===== src/rtl/perceptron_train_scheduler.sv =====
// Arbitrates the single-port perceptron weight table between lookups and queued training updates.
// Grants appear on tbl_* one edge later; upd_ready drops when the FIFO is full; define PERCEPTRON_HAZARD_STALL_EN to stall index-hazard lookups.
module perceptron_train_scheduler #(
  parameter int IDX_W      = 6,
  parameter int HIST_W     = 8,
  parameter int DEPTH      = 4,
  parameter int STARVE_MAX = 7
) (
  input  logic                       clk,
  input  logic                       reset_n,
  input  logic                       lookup_valid,
  input  logic [IDX_W-1:0]           lookup_index,
  output logic                       lookup_ready,
  input  logic                       upd_valid,
  input  logic [IDX_W-1:0]           upd_index,
  input  logic [HIST_W-1:0]          upd_hist,
  input  logic                       upd_dir,
  output logic                       upd_ready,
  output logic                       tbl_en,
  output logic                       tbl_we,
  output logic [IDX_W-1:0]           tbl_addr,
  output logic [HIST_W-1:0]          tbl_hist,
  output logic                       tbl_dir,
  output logic [$clog2(DEPTH+1)-1:0] pend_count,
  output logic                       drain
);
  localparam int PTR_W = (DEPTH > 1) ? $clog2(DEPTH) : 1;
  localparam int CNT_W = $clog2(DEPTH+1);
  localparam int STV_W = (STARVE_MAX > 0) ? $clog2(STARVE_MAX+1) : 1;

  typedef enum logic [1:0] {IDLE, SHARE, DRAIN} state_t;

  typedef struct packed {
    logic [IDX_W-1:0]  idx;
    logic [HIST_W-1:0] hist;
    logic              dir;
  } upd_t;

  state_t           state, state_nxt;
  upd_t             mem [DEPTH];
  upd_t             head;
  logic [PTR_W-1:0] wr_ptr, rd_ptr;
  logic [STV_W-1:0] starve;
  logic [CNT_W-1:0] cnt_next;
  logic             push, pop, lookup_grant, fifo_empty, starve_force, hazard;

  assign head         = mem[rd_ptr];
  assign fifo_empty   = (pend_count == '0);
  assign starve_force = (starve == STV_W'(STARVE_MAX));
  assign upd_ready    = (pend_count < CNT_W'(DEPTH));
  assign push         = upd_valid && upd_ready;

`ifdef PERCEPTRON_HAZARD_STALL_EN
  // Only occupied slots (head onward, pend_count deep) take part in the compare.
  always_comb begin
    hazard = 1'b0;
    for (int k = 0; k < DEPTH; k++) begin
      if ((CNT_W'(k) < pend_count) && (mem[rd_ptr + PTR_W'(k)].idx == lookup_index))
        hazard = 1'b1;
    end
  end
`else
  assign hazard = 1'b0;
`endif

  always_comb begin
    case (state)
      IDLE:    lookup_ready = 1'b1;
      SHARE:   lookup_ready = !starve_force && !hazard;
      default: lookup_ready = 1'b0;
    endcase
  end

  // Any cycle the table is not read by a lookup goes to the FIFO head.
  assign lookup_grant = lookup_valid && lookup_ready;
  assign pop          = !fifo_empty && !lookup_grant;
  assign cnt_next     = pend_count + CNT_W'(push) - CNT_W'(pop);

  always_comb begin
    state_nxt = state;
    case (state)
      IDLE: if (push) state_nxt = SHARE;
      SHARE, DRAIN: begin
        if (cnt_next == '0)
          state_nxt = IDLE;
        else if (cnt_next == CNT_W'(DEPTH))
          state_nxt = DRAIN;
        else if ((state == DRAIN) && (cnt_next > CNT_W'(DEPTH/2)))
          state_nxt = DRAIN;
        else
          state_nxt = SHARE;
      end
      default: state_nxt = IDLE;
    endcase
  end

  always_ff @(posedge clk) begin
    if (push) mem[wr_ptr] <= '{idx: upd_index, hist: upd_hist, dir: upd_dir};
  end

  always_ff @(posedge clk or negedge reset_n) begin
    if (!reset_n) begin
      state      <= IDLE;
      drain      <= 1'b0;
      wr_ptr     <= '0;
      rd_ptr     <= '0;
      pend_count <= '0;
      starve     <= '0;
      tbl_en     <= 1'b0;
      tbl_we     <= 1'b0;
      tbl_addr   <= '0;
      tbl_hist   <= '0;
      tbl_dir    <= 1'b0;
    end else begin
      state      <= state_nxt;
      drain      <= (state_nxt == DRAIN);
      pend_count <= cnt_next;
      if (push) wr_ptr <= wr_ptr + PTR_W'(1);
      if (pop)  rd_ptr <= rd_ptr + PTR_W'(1);

      if (pop || state == IDLE)
        starve <= '0;
      else if (lookup_grant && !starve_force)
        starve <= starve + STV_W'(1);

      tbl_en <= lookup_grant || pop;
      if (pop) begin
        tbl_we   <= 1'b1;
        tbl_addr <= head.idx;
        tbl_hist <= head.hist;
        tbl_dir  <= head.dir;
      end else if (lookup_grant) begin
        tbl_we   <= 1'b0;
        tbl_addr <= lookup_index;
        tbl_hist <= '0;
        tbl_dir  <= 1'b0;
      end
    end
  end
endmodule


===== config.mk =====
export PLATFORM = sky130hd
export DESIGN_NAME = perceptron_train_scheduler
export DESIGN_NICKNAME = d
export VERILOG_FILES = /design/src/rtl/perceptron_train_scheduler.sv
export SDC_FILE = /design/constraint.sdc
export NUM_CORES = 1
export LEC_CHECK = 0
export BUFFER_PORTS_ARGS = -buffer_cell sky130_fd_sc_hd__buf_4
export CAP_MARGIN = 20
export CORE_MARGIN = 2
export CORE_UTILIZATION = 55
export DETAILED_ROUTE_END_ITERATION = 6
export MAX_ROUTING_LAYER = met4
export PLACE_DENSITY_LB_ADDON = 0.05
export REMOVE_ABC_BUFFERS = 1
export SLEW_MARGIN = 10
export SYNTH_ARGS = -nofsm -noshare
export SYNTH_HDL_FRONTEND = slang
export SYNTH_SLANG_ARGS = --single-unit
export TNS_END_PERCENT = 1

===== constraint.sdc =====
create_clock -name clk -period 4.9 [get_ports clk]
set_clock_uncertainty 0.1 [all_clocks]
set_input_delay 0.49 -clock clk [delete_from_list [all_inputs] [get_ports clk]]
set_output_delay 0.49 -clock clk [all_outputs]
set_load 0.01 [all_outputs]

==> results.txt, run 1 <==
- The flow ran to the end, but the final reports show violations.
* Violated checks: DRC
- Maximum frequency from static timing analysis: 294 MHz
- Via count of the first global-routing pass: 2,034
- IR analysis of the VDD net gives a maximum drop of 298 µV.
* Total power: 2.58 mW
- First-pass GRT wire length: 10.3 mm
* Measured slew at the worst slew-check pin: 818 ps
* GRT overflow: 0
- CP max FO: 20
- Overall die height: 85.8 µm
- After detailed routing, the average wire length per cell comes to 17.0 µm.
* Normalized max-slew margin: 45.5%
* Maximum root-to-sink buffer count: 2
- The average instance in the mapped netlist occupies 15.5 µm².
- Count of vias placed by the detailed router: 2,043
* Final Net Count: 326
- Total DRC errors in the routed layout: 3
- Power density of the placed cells: 597 nW/µm²
- TritonCTS built the clock tree.
- Placed wire-length estimate: 3.89 mm
- After floorplanning, the core was divided into 29 placement rows.
* Flip-flop and latch count after synthesis: 90
- STA classifies the critical path startpoint as a flop.
- Hold WC Path Type: in -> reg
- Share of the yosys chip area belonging to registers: 69.4%
* Yosys warnings: 0
* Critical Path RT: 5090 ps
* Final Slew Violations: 0
- Number of antenna violations at the first check in global routing: 0
- The tree built by TritonCTS fans out to 90 sinks.
* Clock insertion delay at the later pin of the skew report: 350 ps
- The critical path is of the reg -> reg type.
- Summed over all failing endpoints, the final setup total negative slack is 0 ps.
* Worst min-delay path endpoint: mem[1][5]
- Via density per instance: 5.52
* Arrival time at the worst endpoint: 3600 ps
- Pin count of the biggest net entering global routing: 31
- The final critical path takes up 69.5% of the cycle.
- In this run the most critical hold path is launched from upd_hist[4].
- Detailed Routing Iterations Pass 1: 7
- Clock Pin Slew Worst Setup and Hold Paths: 90 ps
* Core box area: 6420 µm²
- The worst register-to-register path has a depth of 15.
* Post-Syn Area: 3680 µm²
- Cell depth of the worst hold path: 1
* CP endpoint kind: flop
- In this run, the number of DRC markers left after iteration 0 of detailed routing was 130.
* Register-to-register setup slack: 1500 ps
- The routed design has 6.30 mm of wire.
- Area growth, synth to finish: 17.1%
- In this run the critical register-to-register path is captured at state[0].
- In this run the number of H-tree levels came out at 3.
- The count of buffers added on input and output ports is 47.
- Initial cell density of the core: 57.3%
- Most used cells in the layout excluding fill and tap cells: edfxtp_1, buf_4, nand2_1, dfrtp_1, a21oi_1
* Reported max-cap violation count: 0
- Leak pwr: 1.70 nW
- Post-layout min period: 3400 ps
- Counting the buffers created by CTS gives 9.
* Overall routing resource usage: 19.5%
- The number of hold violations in the final report is 0.
- Cells with a size suffix above 1 make up 30.0% of the layout.
- Synthesized instance count: 237
* Final antenna diode count: 0
* Total setup violations reported at the end of the flow: 0
- Fill cells in the final layout number 473.
- Die ar.: 7360 µm²
- Routability-driven placement finished with a final weighted congestion of 0.717.
- Master cell of the clock root buffer: clkbuf_8
* Library cells used by synthesis: 30
* Most frequent standard cell in the layout excluding fill and tap cells: edfxtp_1
* Antenna viol nets, final: 0
* Finished Core Util: 67.1%
- Unrepaired setup endpoints after global routing: no
- Count of pins on the block boundary: 48
- In this run the horizontal extent of the chip is 85.8 µm.
- The startpoint identified for the worst register-to-register timing path is starve[0].
-- timing repair --
action | CTS | global route
buffers inserted | 0 | 0
gates resized for setup | 0 | 0
endpoints found under the hold margin | 30 | 0
hold buffers | 1 | 0
-- worst max path at each step --
stage	start	end	slack (ps)	cells past startpoint
3_5_place_dp	starve[0]	state[0]	1510	15
2_1_floorplan	pend_count[2]	state[0]	1350	11
4_1_cts	starve[0]	state[0]	1510	15
6_report	starve[0]	state[0]	1500	15
3_3_place_gp	starve[0]	state[0]	1620	15
5_1_grt	starve[0]	state[0]	1270	15
-- sequential cells by signal, indices dropped and copies added, names as in the netlist --
name	count
state	2
wr_ptr	2
tbl_dir	1
tbl_addr	6
starve	3
tbl_we	1
rd_ptr	2
mem	60
tbl_en	1
tbl_hist	8
pend_count	3
drain	1
-- power by group --
part | switching [mW] | leakage, nW | internal (mW)
clock network | 0.257 | 0.0889 | 0.237
logic | 0.455 | 0.706 | 0.482
registers | 0.138 | 0.909 | 1.01
total | 0.851 | 1.70 | 1.72
-- metrics by stage --
| stage | hold slack [ps] | cell area, µm² | setup slack (ps) | instances |
|---|---|---|---|---|
| finish | 236 | 4310 | 1500 | 370 |
| global route | 219 | 4310 | 1270 | 370 |
| CTS | 228 | 4300 | 1510 | 369 |
| detailed placement | 353 | 4090 | 1510 | 352 |
| global placement | 350 | 4090 | 1620 | 352 |
| floorplan | 94.4 | 3610 | 1350 | 225 |
-- synth_stat cells, drive strengths merged --
library cell  number  area (µm²)
edfxtp            60        1800
dfrtp             30         751
nand2             30         113
a21oi             25         125
mux4              15         338
ha                12         150
buf                9        53.8
inv                9        33.8
nor2               9        33.8
o21ai              6        30.0
and2               4        25.0
nand3              4        20.0
and2b              3        25.0
clkbuf             3        11.3
nor2b              3        18.8
xnor2              3        26.3
mux2               2        22.5
o21a               2        15.0
fa                 1        20.0
nand2b             1        6.26
nand4b             1        8.76
nor3               1        5.00
or2                1        6.26
or3                1        7.51
xor2               1        8.76
xor3               1        23.8
-- cells by family (layout without fill, tap and decap cells) --
| logic type | count (synthesis) | after routing | synth area share (%) |
|---|---|---|---|
| AOI/OAI and AO/OA | 33 | 33 | 4.62 |
| xor gates and xnor gates | 5 | 5 | 1.60 |
| adders and majority gates | 13 | 13 | 4.62 |
| buffers and inverters | 21 | 77 | 2.69 |
| DFF | 90 | 90 | 69.4 |
| muxes | 17 | 17 | 9.79 |
| and+or+nand+nor | 58 | 58 | 7.31 |
-- layer usage --
layer  track usage (%)  share of wire, %  up-vias
met1              25.9                44     1021
met5                 -                 0        -
met2              30.0                50       55
met4              6.64               1.3        0
li1                  -                 -      956
met3              4.72               5.2       11
-- critical path, cell delays in order, from the launching register on --
cell and delay, ps:
dfrtp_1 420, ha_1 210, ha_1 240, nor2b_1 190, o21a_1 130, buf_4 250, nor2_1 100, ha_1 280
inv_1 60, ha_1 120, inv_1 40, fa_1 510, and2b_1 180, o21a_1 180, o21ai_1 170, and2b_2 160
-- area by class of cell --
type	instances	area (µm²)	share of cell area, %
clock buffers	10	128	2.96
clock inverters	6	66.3	1.54
inverters	9	33.8	0.784
multi-input cells	126	1030	24.0
flip-flops and latches	90	2550	59.2
well taps	77	96.3	2.24
repair buffers	52	400	9.29
No activity file was read; power rests on OpenSTA's default activity.
==> run 2: changes to the inputs <==
--- a/config.mk
+++ b/config.mk
@@ -5,6 +5,7 @@
 export SDC_FILE = /design/constraint.sdc
 export NUM_CORES = 1
 export LEC_CHECK = 0
+export ABC_AREA = 1
 export BUFFER_PORTS_ARGS = -buffer_cell sky130_fd_sc_hd__buf_4
 export CAP_MARGIN = 20
 export CORE_MARGIN = 2
==> constraint.sdc (replaced) <==
create_clock -name clk -period 3.2 [get_ports clk]
set_clock_uncertainty 0.1 [all_clocks]
set_input_delay 0.32 -clock clk [delete_from_list [all_inputs] [get_ports clk]]
set_output_delay 0.32 -clock clk [all_outputs]
set_load 0.01 [all_outputs]
==> run 2 against run 1 <==
Compared with the run above: the flow now finishes without violations; flip-flop and latch count unchanged; combinational power increased by 73%; cell count increased by 21%; clock power increased by 39%; count of clock-buffer cells in the layout unchanged; maximum frequency increased by 16%; worst hold slack got worse by 190 ps; non-clock buffer count increased by 4; global-route usage increased by 2.3 points; critical path type unchanged; critical endpoint is now drain; highest routed layer unchanged.
==> results.txt, run 2 <==
- Outcome: complete, no violations (was finished with violations)
- The nature of the critical path endpoint is a flop (unchanged).
* Fin area: 4390 µm² (was 4310 µm²)
- Most used cells in the layout excluding fill and tap cells: edfxtp_1, buf_4, nand2_1 (was edfxtp_1, buf_4, nand2_1, dfrtp_1, a21oi_1)
* Wire length reported by the detailed router: 7.13 mm (was 6.30 mm)
- Detailed Routing Iterations Pass 1: 4 (was 7)
- Most frequent standard cell in the layout excluding fill and tap cells: edfxtp_1 (unchanged)
- The register name with the most flops is mem (unchanged).
- The die outline area was 7490 µm² (was 7360 µm²).
* Final antenna diode count: 0 (unchanged)
- The cell chosen for the clock root is clkbuf_8 (unchanged).
* Count of pins on the block boundary: 48 (unchanged)
- Overall die height: 86.6 µm (was 85.8 µm)
- Post-Syn Area: 3750 µm² (was 3680 µm²)
* Final estimated routing congestion in global placement: 0.846 (was 0.717)
* First-pass GRT wire length: 11.5 mm (was 10.3 mm)
* Final Slew Violations: 0 (unchanged)
- Synth cell count leaders: edfxtp_1, nand2_1, dfrtp_1 (was edfxtp_1, dfrtp_1, nand2_1)
- The total overflow reported by the global router was 0 (unchanged).
- Type of element launching the critical path: flop (unchanged)
- Count of vias placed by the detailed router: 2,377 (was 2,043)
* Overall routing resource usage: 21.8% (was 19.5%)
- The share of async-settable or async-resettable flops after synthesis is 33.3% (unchanged).
- The H-tree depth came to 3 (unchanged).
- The critical path required time is 3400 ps (was 5090 ps).
* Share of post-route cells with drive strength above 1: 24.3% (was 30.0%)
- The flip-flop count of the largest register after layout was 60 (unchanged).
* Placed insts: 428 (was 352)
- Dpl cell area: 4190 µm² (was 4090 µm²)
* Placed wire-length estimate: 4.48 mm (was 3.89 mm)
- Registers with the highest flip-flop counts: mem x60, tbl_hist x8, tbl_addr x6 (unchanged).
- The kind of path behind the tightest hold check is in -> reg (unchanged).
* Met2 GRT Util: 34.2% (was 30.0%)
* Cell type with the largest total area after synthesis: edfxtp_1 (unchanged)
- The final layout net count came to 400 (was 326).
- The achievable frequency came to 340 MHz (was 294 MHz).
* Mean area per synthesized cell: 12.3 µm² (was 15.5 µm²)
- Initial cell density of the core: 56.1% (was 57.3%)
* Ordered list of cells on the worst path: ha_1, ha_1, inv_2, nand2_1, nand2_2, nand2_4, inv_8, nor2_8, ha_1, inv_1, ha_1, inv_1, fa_2, inv_1, nor2_1, inv_1, nand2_1, nand2_1, nand2_1, nand2_1, nor2_1 (was ha_1, ha_1, nor2b_1, o21a_1, buf_4, nor2_1, ha_1, inv_1, ha_1, inv_1, fa_1, and2b_1, o21a_1, o21ai_1, and2b_2)
- Synth area leaders: edfxtp_1, dfrtp_1, nand2_1 (was edfxtp_1, dfrtp_1, mux4_2)
- Flip-flop and latch count after synthesis: 90 (unchanged)
* Worst setup path startpoint: starve[0] (unchanged)
- The DRC violation total after the first TritonRoute iteration is 88 (was 130).
- Total setup violations reported at the end of the flow: 0 (unchanged)
- The kind of critical path is reg -> reg (unchanged).
* Library cells used by synthesis: 28 (was 30)
* Measured slew at the worst slew-check pin: 753 ps (was 818 ps)
- The number of CTS-inserted buffers is 9 (unchanged).
* Antenna viol nets, final: 0 (unchanged)
- The data arrival at the endpoint of the critical path is 3140 ps (was 3600 ps).
* Core box area: 6680 µm² (was 6420 µm²)
* Critical-path cell with the highest stage delay: fa_2 (was fa_1)
- Top cell type's share of synthesized area: 48.0% (was 49.0%)
* Die W: 86.6 µm (was 85.8 µm)
- Synthesized instance count: 305 (was 237)
- The largest net degree at the start of global routing is 31 (unchanged).
- Hold path start: upd_dir (was upd_hist[4])
* Hold violation total from the final report: 0 (unchanged)
- Via count of the first global-routing pass: 2,288 (was 2,034)
- Most used flip-flop cell after synthesis: edfxtp_1 (unchanged)
* Area growth, synth to finish: 17.2% (was 17.1%)
- The clock-pin slew on the worst setup and hold paths was 90 ps (about the same).
- The cell count of the worst reg-to-reg path came to 21 (was 15).
- Power density of the placed cells: 916 nW/µm² (was 597 nW/µm²)
- Max rail drop VDD: 465 µV (was 298 µV)
- Leak pwr: 1.85 nW (was 1.70 nW)
- The number of rows created at floorplan is 30 (was 29).
- Via density per instance: 5.32 (was 5.52)
- The minimum clock period came to 2940 ps (was 3400 ps).
* Maximum root-to-sink buffer count: 2 (unchanged)
- Avg WL per Cell: 16.0 µm (was 17.0 µm)
- The highest fanout seen on the critical path came to 4 (was 20).
* GR met1 Demand/Resource: 27.8% (was 25.9%)
- TritonCTS clock tree: yes (unchanged)
- The post-route total power came to 4.02 mW (was 2.58 mW).
* Met3 GRT Util: 3.71% (was 4.72%)
- Normalized max-slew margin: 49.8% (was 45.5%)
* Reported max-cap violation count: 0 (unchanged)
* Final Non-Filler Cells: 447 (was 370)
- Most common cell in the synthesized netlist: edfxtp_1 (unchanged)
- Yosys warnings: 0 (unchanged)
- Share of the yosys chip area belonging to registers: 68.1% (was 69.4%)
- The latest clock arrival within the worst-skew pair came to 360 ps (was 350 ps).
- The number of cells on the worst hold path was 1 (unchanged).
- The post-route clock period utilization came to 92.0% (was 69.5%).
* Reg-to-reg startpoint: starve[0] (unchanged)
- The count of unresolved DRC violations after routing is 0 (was 3).
- The global routing's busiest layer is met2 (unchanged).
- The quantity of I/O buffers inserted on ports was 47 (unchanged).
- Sink Count: 90 (unchanged)
- Count of flip-flops with a built-in enable after synthesis: 60 (unchanged)
* Biggest cell delay along the critical path: 520 ps (was 510 ps)
* Number of antenna violations at the first check in global routing: 0 (unchanged)
- The library cell appearing most often on the critical path is nand2_1 (was ha_1).
[run 2: cell types whose count changed in the layout (fill, tap and decap cells not counted), moves of 9 or more]
| cell | before | now |
|---|---|---|
| nand3_1 | 4 | 13 |
| a32o_1 | 0 | 9 |
| o21ai_0 | 5 | 16 |
| mux4_2 | 15 | 0 |
| a21oi_1 | 25 | 14 |
| inv_1 | 9 | 29 |
| nor2_1 | 9 | 26 |
| nand2_1 | 30 | 44 |
| o21ai_1 | 1 | 13 |
[run 2: report_power, final]
part / switching [mW] / total [mW] / leakage, nW / internal [mW]
logic: 0.948 / 1.62 / 0.854 / 0.669
clock network: 0.400 / 0.685 / 0.0908 / 0.285
registers: 0.199 / 1.72 / 0.908 / 1.52
[run 2: timing repair]
item | 4_1_cts | 5_1_grt
hold buffers | 1 | 0
endpoints found under the hold margin | 30 | 0
gates resized for setup | 0 | 5
setup endpoints to repair | 0 | 3
buffers inserted | 0 | 2
[run 2: through the flow]
stage / hold slack (ps) / setup WS (ps) / util [%] / setup TNS (ps)
floorplan: -75.6 / 258 / - / 0
global placement: 189 / 245 / 62.6 / 0
detailed placement: 196 / 153 / 62.6 / 0
CTS: 39.9 / 152 / 65.3 / 0
global route: 41.2 / -16.4 / 65.7 / -29.7
finish: 44.4 / 257 / 65.7 / 0
[run 2: per-layer routing]
metal  share of wire (%)  wire, µm
met3                 3.6       257
met1                  45      3210
met5                   0         0
met2                  49      3510
met4                 2.2       155
[run 2: final cells by class]
cell class,count,area [µm²]
Clock buffer,10,128
Clock inverter,6,41.3
Timing Repair Buffer,56,423
Inverter,36,150
Sequential cell,90,2550
Multi-Input combinational cell,169,998
Fill cell,534,2290
Tap cell,80,100
[run 2: worst max-delay path, delay by kind of cell, from the launching register on]
kind	cells	cell delay, ps
buf+inv	6	370
flops	1	390
simple gates	10	720
fa+ha+maj	5	1300
[run 2: path summary, 6_finish.rpt]
kind	endpoint	slack, ps
min in group asynchronous	tbl_hist[0]	330
setup reg to reg	drain	260
hold / removal	mem[2][0]	40
setup / recovery	drain	260
hold reg to reg	tbl_addr[3]	390
max in group asynchronous	tbl_addr[2]	2360
[run 2: cell families (layout without fill, tap and decap cells)]
| kind of cell | count (synthesis) | count (layout) | synth area share, % |
|---|---|---|---|
| and+or+nand+nor | 92 | 92 | 11.2 |
| DFF | 90 | 90 | 68.1 |
| AOI/OAI and AO/OA | 61 | 61 | 9.94 |
| buffers and inverters | 46 | 108 | 5.54 |
| adders and majority gates | 13 | 13 | 4.54 |
| xor gates and xnor gates | 3 | 3 | 0.701 |
==> run 3: changes to the inputs <==
--- a/config.mk
+++ b/config.mk
@@ -9,11 +9,10 @@
 export BUFFER_PORTS_ARGS = -buffer_cell sky130_fd_sc_hd__buf_4
 export CAP_MARGIN = 20
 export CORE_MARGIN = 2
-export CORE_UTILIZATION = 55
+export CORE_UTILIZATION = 45
 export DETAILED_ROUTE_END_ITERATION = 6
 export MAX_ROUTING_LAYER = met4
 export PLACE_DENSITY_LB_ADDON = 0.05
-export REMOVE_ABC_BUFFERS = 1
 export SLEW_MARGIN = 10
 export SYNTH_ARGS = -nofsm -noshare
 export SYNTH_HDL_FRONTEND = slang
==> run 3 against run 2 <==
Compared with the run above: critical path depth stayed put; combinational power is 2% higher; non-clock buffer count stayed put; utilization is 11 points lower; critical path type unchanged; critical endpoint unchanged; largest cell class unchanged.
==> results.txt, run 3 (synthesis gave the netlist of run 2 again) <==
- The launching element of the worst setup path is starve[0] (unchanged).
- Antenna viol nets, final: 0 (unchanged)
- The initial antenna violation count was 0 (unchanged).
- The global routing's busiest layer was met2 (unchanged).
* Die ar.: 9080 µm² (was 7490 µm²)
- Leak pwr: 1.84 nW (was 1.85 nW)
- GR met1 Demand/Resource: 21.9% (was 27.8%)
* Post-layout min period: 2940 ps (about the same)
- The final layout net count is 400 (unchanged).
- Reported max-cap violation count: 0 (unchanged)
* Max rail drop VDD: 387 µV (was 465 µV)
* Share of post-route cells with drive strength above 1: 24.3% (unchanged)
- First-iteration detailed-routing DRC count: 107 (was 88)
- The end point of the critical path is drain (unchanged).
* TritonCTS clock tree: yes (unchanged)
- Num rows: 33 (was 30)
- The data arrival at the endpoint of the critical path is 3130 ps (was 3140 ps).
- Met3 GRT Util: 3.16% (was 3.71%)
- The number of global-route vias before repair came to 2,355 (was 2,288).
* Flip-flop count of the largest register after layout: 60 (unchanged)
* Final Non-Filler Cells: 472 (was 447)
- Endpoint of the most critical register-to-register path: drain (unchanged)
- Critical Path RT: 3390 ps (was 3400 ps)
* Reg-to-reg startpoint: starve[0] (unchanged)
* Register-to-register setup slack: 260 ps (about the same)
* Clock Pin Slew Worst Setup and Hold Paths: 100 ps (was 90 ps)
- The worst-case headroom to the max-slew limit is 67.2% (was 49.8%).
* Final estimated routing congestion in global placement: 0.858 (was 0.846)
- Core box area: 8130 µm² (was 6680 µm²)
* Detailed Routing Iterations Pass 1: 5 (was 4)
* Via density per instance: 5.07 (was 5.32)
- The die span in x came to 95.3 µm (was 86.6 µm).
- Number of CTS-inserted buffers: 9 (unchanged)
- Placed wire-length estimate: 4.59 mm (was 4.48 mm)
- Wire length reported by the detailed router: 7.31 mm (was 7.13 mm)
- Overall die height: 95.3 µm (was 86.6 µm)
- The kind of path behind the tightest hold check is in -> reg (unchanged).
- The met2 track utilization from global routing is 29.7% (was 34.2%).
* Area growth, synth to finish: 18.2% (was 17.2%)
- CP max FO: 4 (unchanged)
- The number of buffers between clock root and the deepest sink came to 2 (unchanged).
* Avg WL per Cell: 15.5 µm (was 16.0 µm)
- Overall routing resource usage: 18.1% (was 21.8%)
- The H-tree depth was 3 (unchanged).
- Measured slew at the worst slew-check pin: 492 ps (was 753 ps)
- Initial cell density of the core: 46.1% (was 56.1%)
- Final worst slack: 265 ps (was 257 ps)
- Type of element launching the critical path: flop (unchanged)
- The final setup violation count is 0 (unchanged).
- Outcome: complete, no violations (unchanged)
* Clock insertion delay at the later pin of the skew report: 360 ps (about the same)
- The total power divided by cell area came to 917 nW/µm² (was 916 nW/µm²).
- The antenna diode count was 0 (unchanged).
* Top register by number of flip-flops: mem (unchanged)
* Placed insts: 453 (was 428)
- Total DRC errors in the routed layout: 0 (unchanged)
- Master cell of the clock root buffer: clkbuf_8 (unchanged)
* Hold violation total from the final report: 0 (unchanged)
* Most frequent standard cell in the layout excluding fill and tap cells: edfxtp_1 (unchanged)
- The cell count of the worst reg-to-reg path came to 21 (unchanged).
* Tcrit/Tclk final: 91.7% (was 92.0%)
- The max-slew violation count is 0 (unchanged).
- Count of vias placed by the detailed router: 2,392 (was 2,377)
* GRT overflow: 0 (unchanged)
- Post-synth net total: 343
- The quantity of I/O buffers inserted on ports is 47 (unchanged).
- The achievable frequency is 341 MHz (was 340 MHz).
* Pin count of the biggest net entering global routing: 31 (unchanged)
- Most used cells in the layout excluding fill and tap cells: edfxtp_1, buf_4, nand2_1 (unchanged)
* Type of the worst setup path: reg -> reg (unchanged)
* Worst setup slack after placement: 183 ps (was 153 ps)
- The global-route wire length before repair was 11.5 mm (about the same).
- Registers with the highest flip-flop counts: mem x60, tbl_hist x8, tbl_addr x6 (unchanged).
- The total number of clock tree sinks was 90 (unchanged).
- CP endpoint kind: flop (unchanged)
* Count of pins on the block boundary: 48 (unchanged)
## run 3: changes by cell type in the layout (fill, tap and decap cells not counted)
| cell | before | now |
|---|---|---|
| clkinv_4 | 2 | 3 |
| clkinvlp_4 | 0 | 2 |
| clkinv_2 | 3 | 0 |
## run 3: report_power, final
| group | switching (mW) | internal, mW |
|---|---|---|
| Combinational | 0.982 | 0.674 |
| Sequential | 0.182 | 1.52 |
| Clock | 0.415 | 0.291 |
| Total | 1.58 | 2.49 |
## run 3: worst max-delay path: stages (launching register included)
cell and delay [ps]:
dfrtp_1 400, ha_1 200, ha_1 180, inv_2 70, nand2_1 60, nand2_2 90, nand2_4 80, inv_8 70
nor2_8 30, ha_1 270, inv_1 60, ha_1 120, inv_1 50, fa_2 510, inv_1 60, nor2_1 120
inv_1 50, nand2_1 100, nand2_1 60, nand2_1 50, nand2_1 60, nor2_1 100
## run 3: what timing repair did
action                     4_1_cts  5_1_grt
gates resized for setup          0        5
hold buffers                     1        0
hold endpoints to repair        30        0
setup buffers                    0        2
setup endpoints to repair        0        3
## run 3: routing by layer
| metal | up-vias | routed length, µm |
|---|---|---|
| met5 | - | 0 |
| met4 | 0 | 138 |
| met3 | 10 | 214 |
| met2 | 34 | 3570 |
| met1 | 1181 | 3390 |
| li1 | 1167 | - |
## run 3: cell type report
cell class,count,area [µm²]
fill,707,3700
sequential,90,2550
multi-input combinational,169,998
timing repair buffer,56,423
inverter,36,150
tap,105,131
clock buffer,10,128
clock inverter,6,50.0
## run 3: how the worst min path moves through the flow
stage                     to  depth (start not counted)  slack [ps]     from
5_1_grt            mem[3][0]                          1          40  upd_dir
4_1_cts            mem[3][0]                          1          50  upd_dir
3_3_place_gp   pend_count[2]                          1         190  reset_n
6_report           mem[3][0]                          1          60  upd_dir
2_1_floorplan          drain                          0         -80  reset_n
3_5_place_dp   pend_count[2]                          1         190  reset_n
## run 3: through the flow
step	cell area, µm²	total power [mW]	setup TNS, ps	utilization, %	hold slack (ps)
detailed placement	4220	3.34	0	51.8	192
floorplan	3750	2.80	0	-	-75.6
global placement	4220	3.32	0	51.8	190
CTS	4400	4.05	0	54.1	47.6
finish	4430	4.07	0	54.5	59.0
global route	4430	4.40	-9.43	54.5	40.6
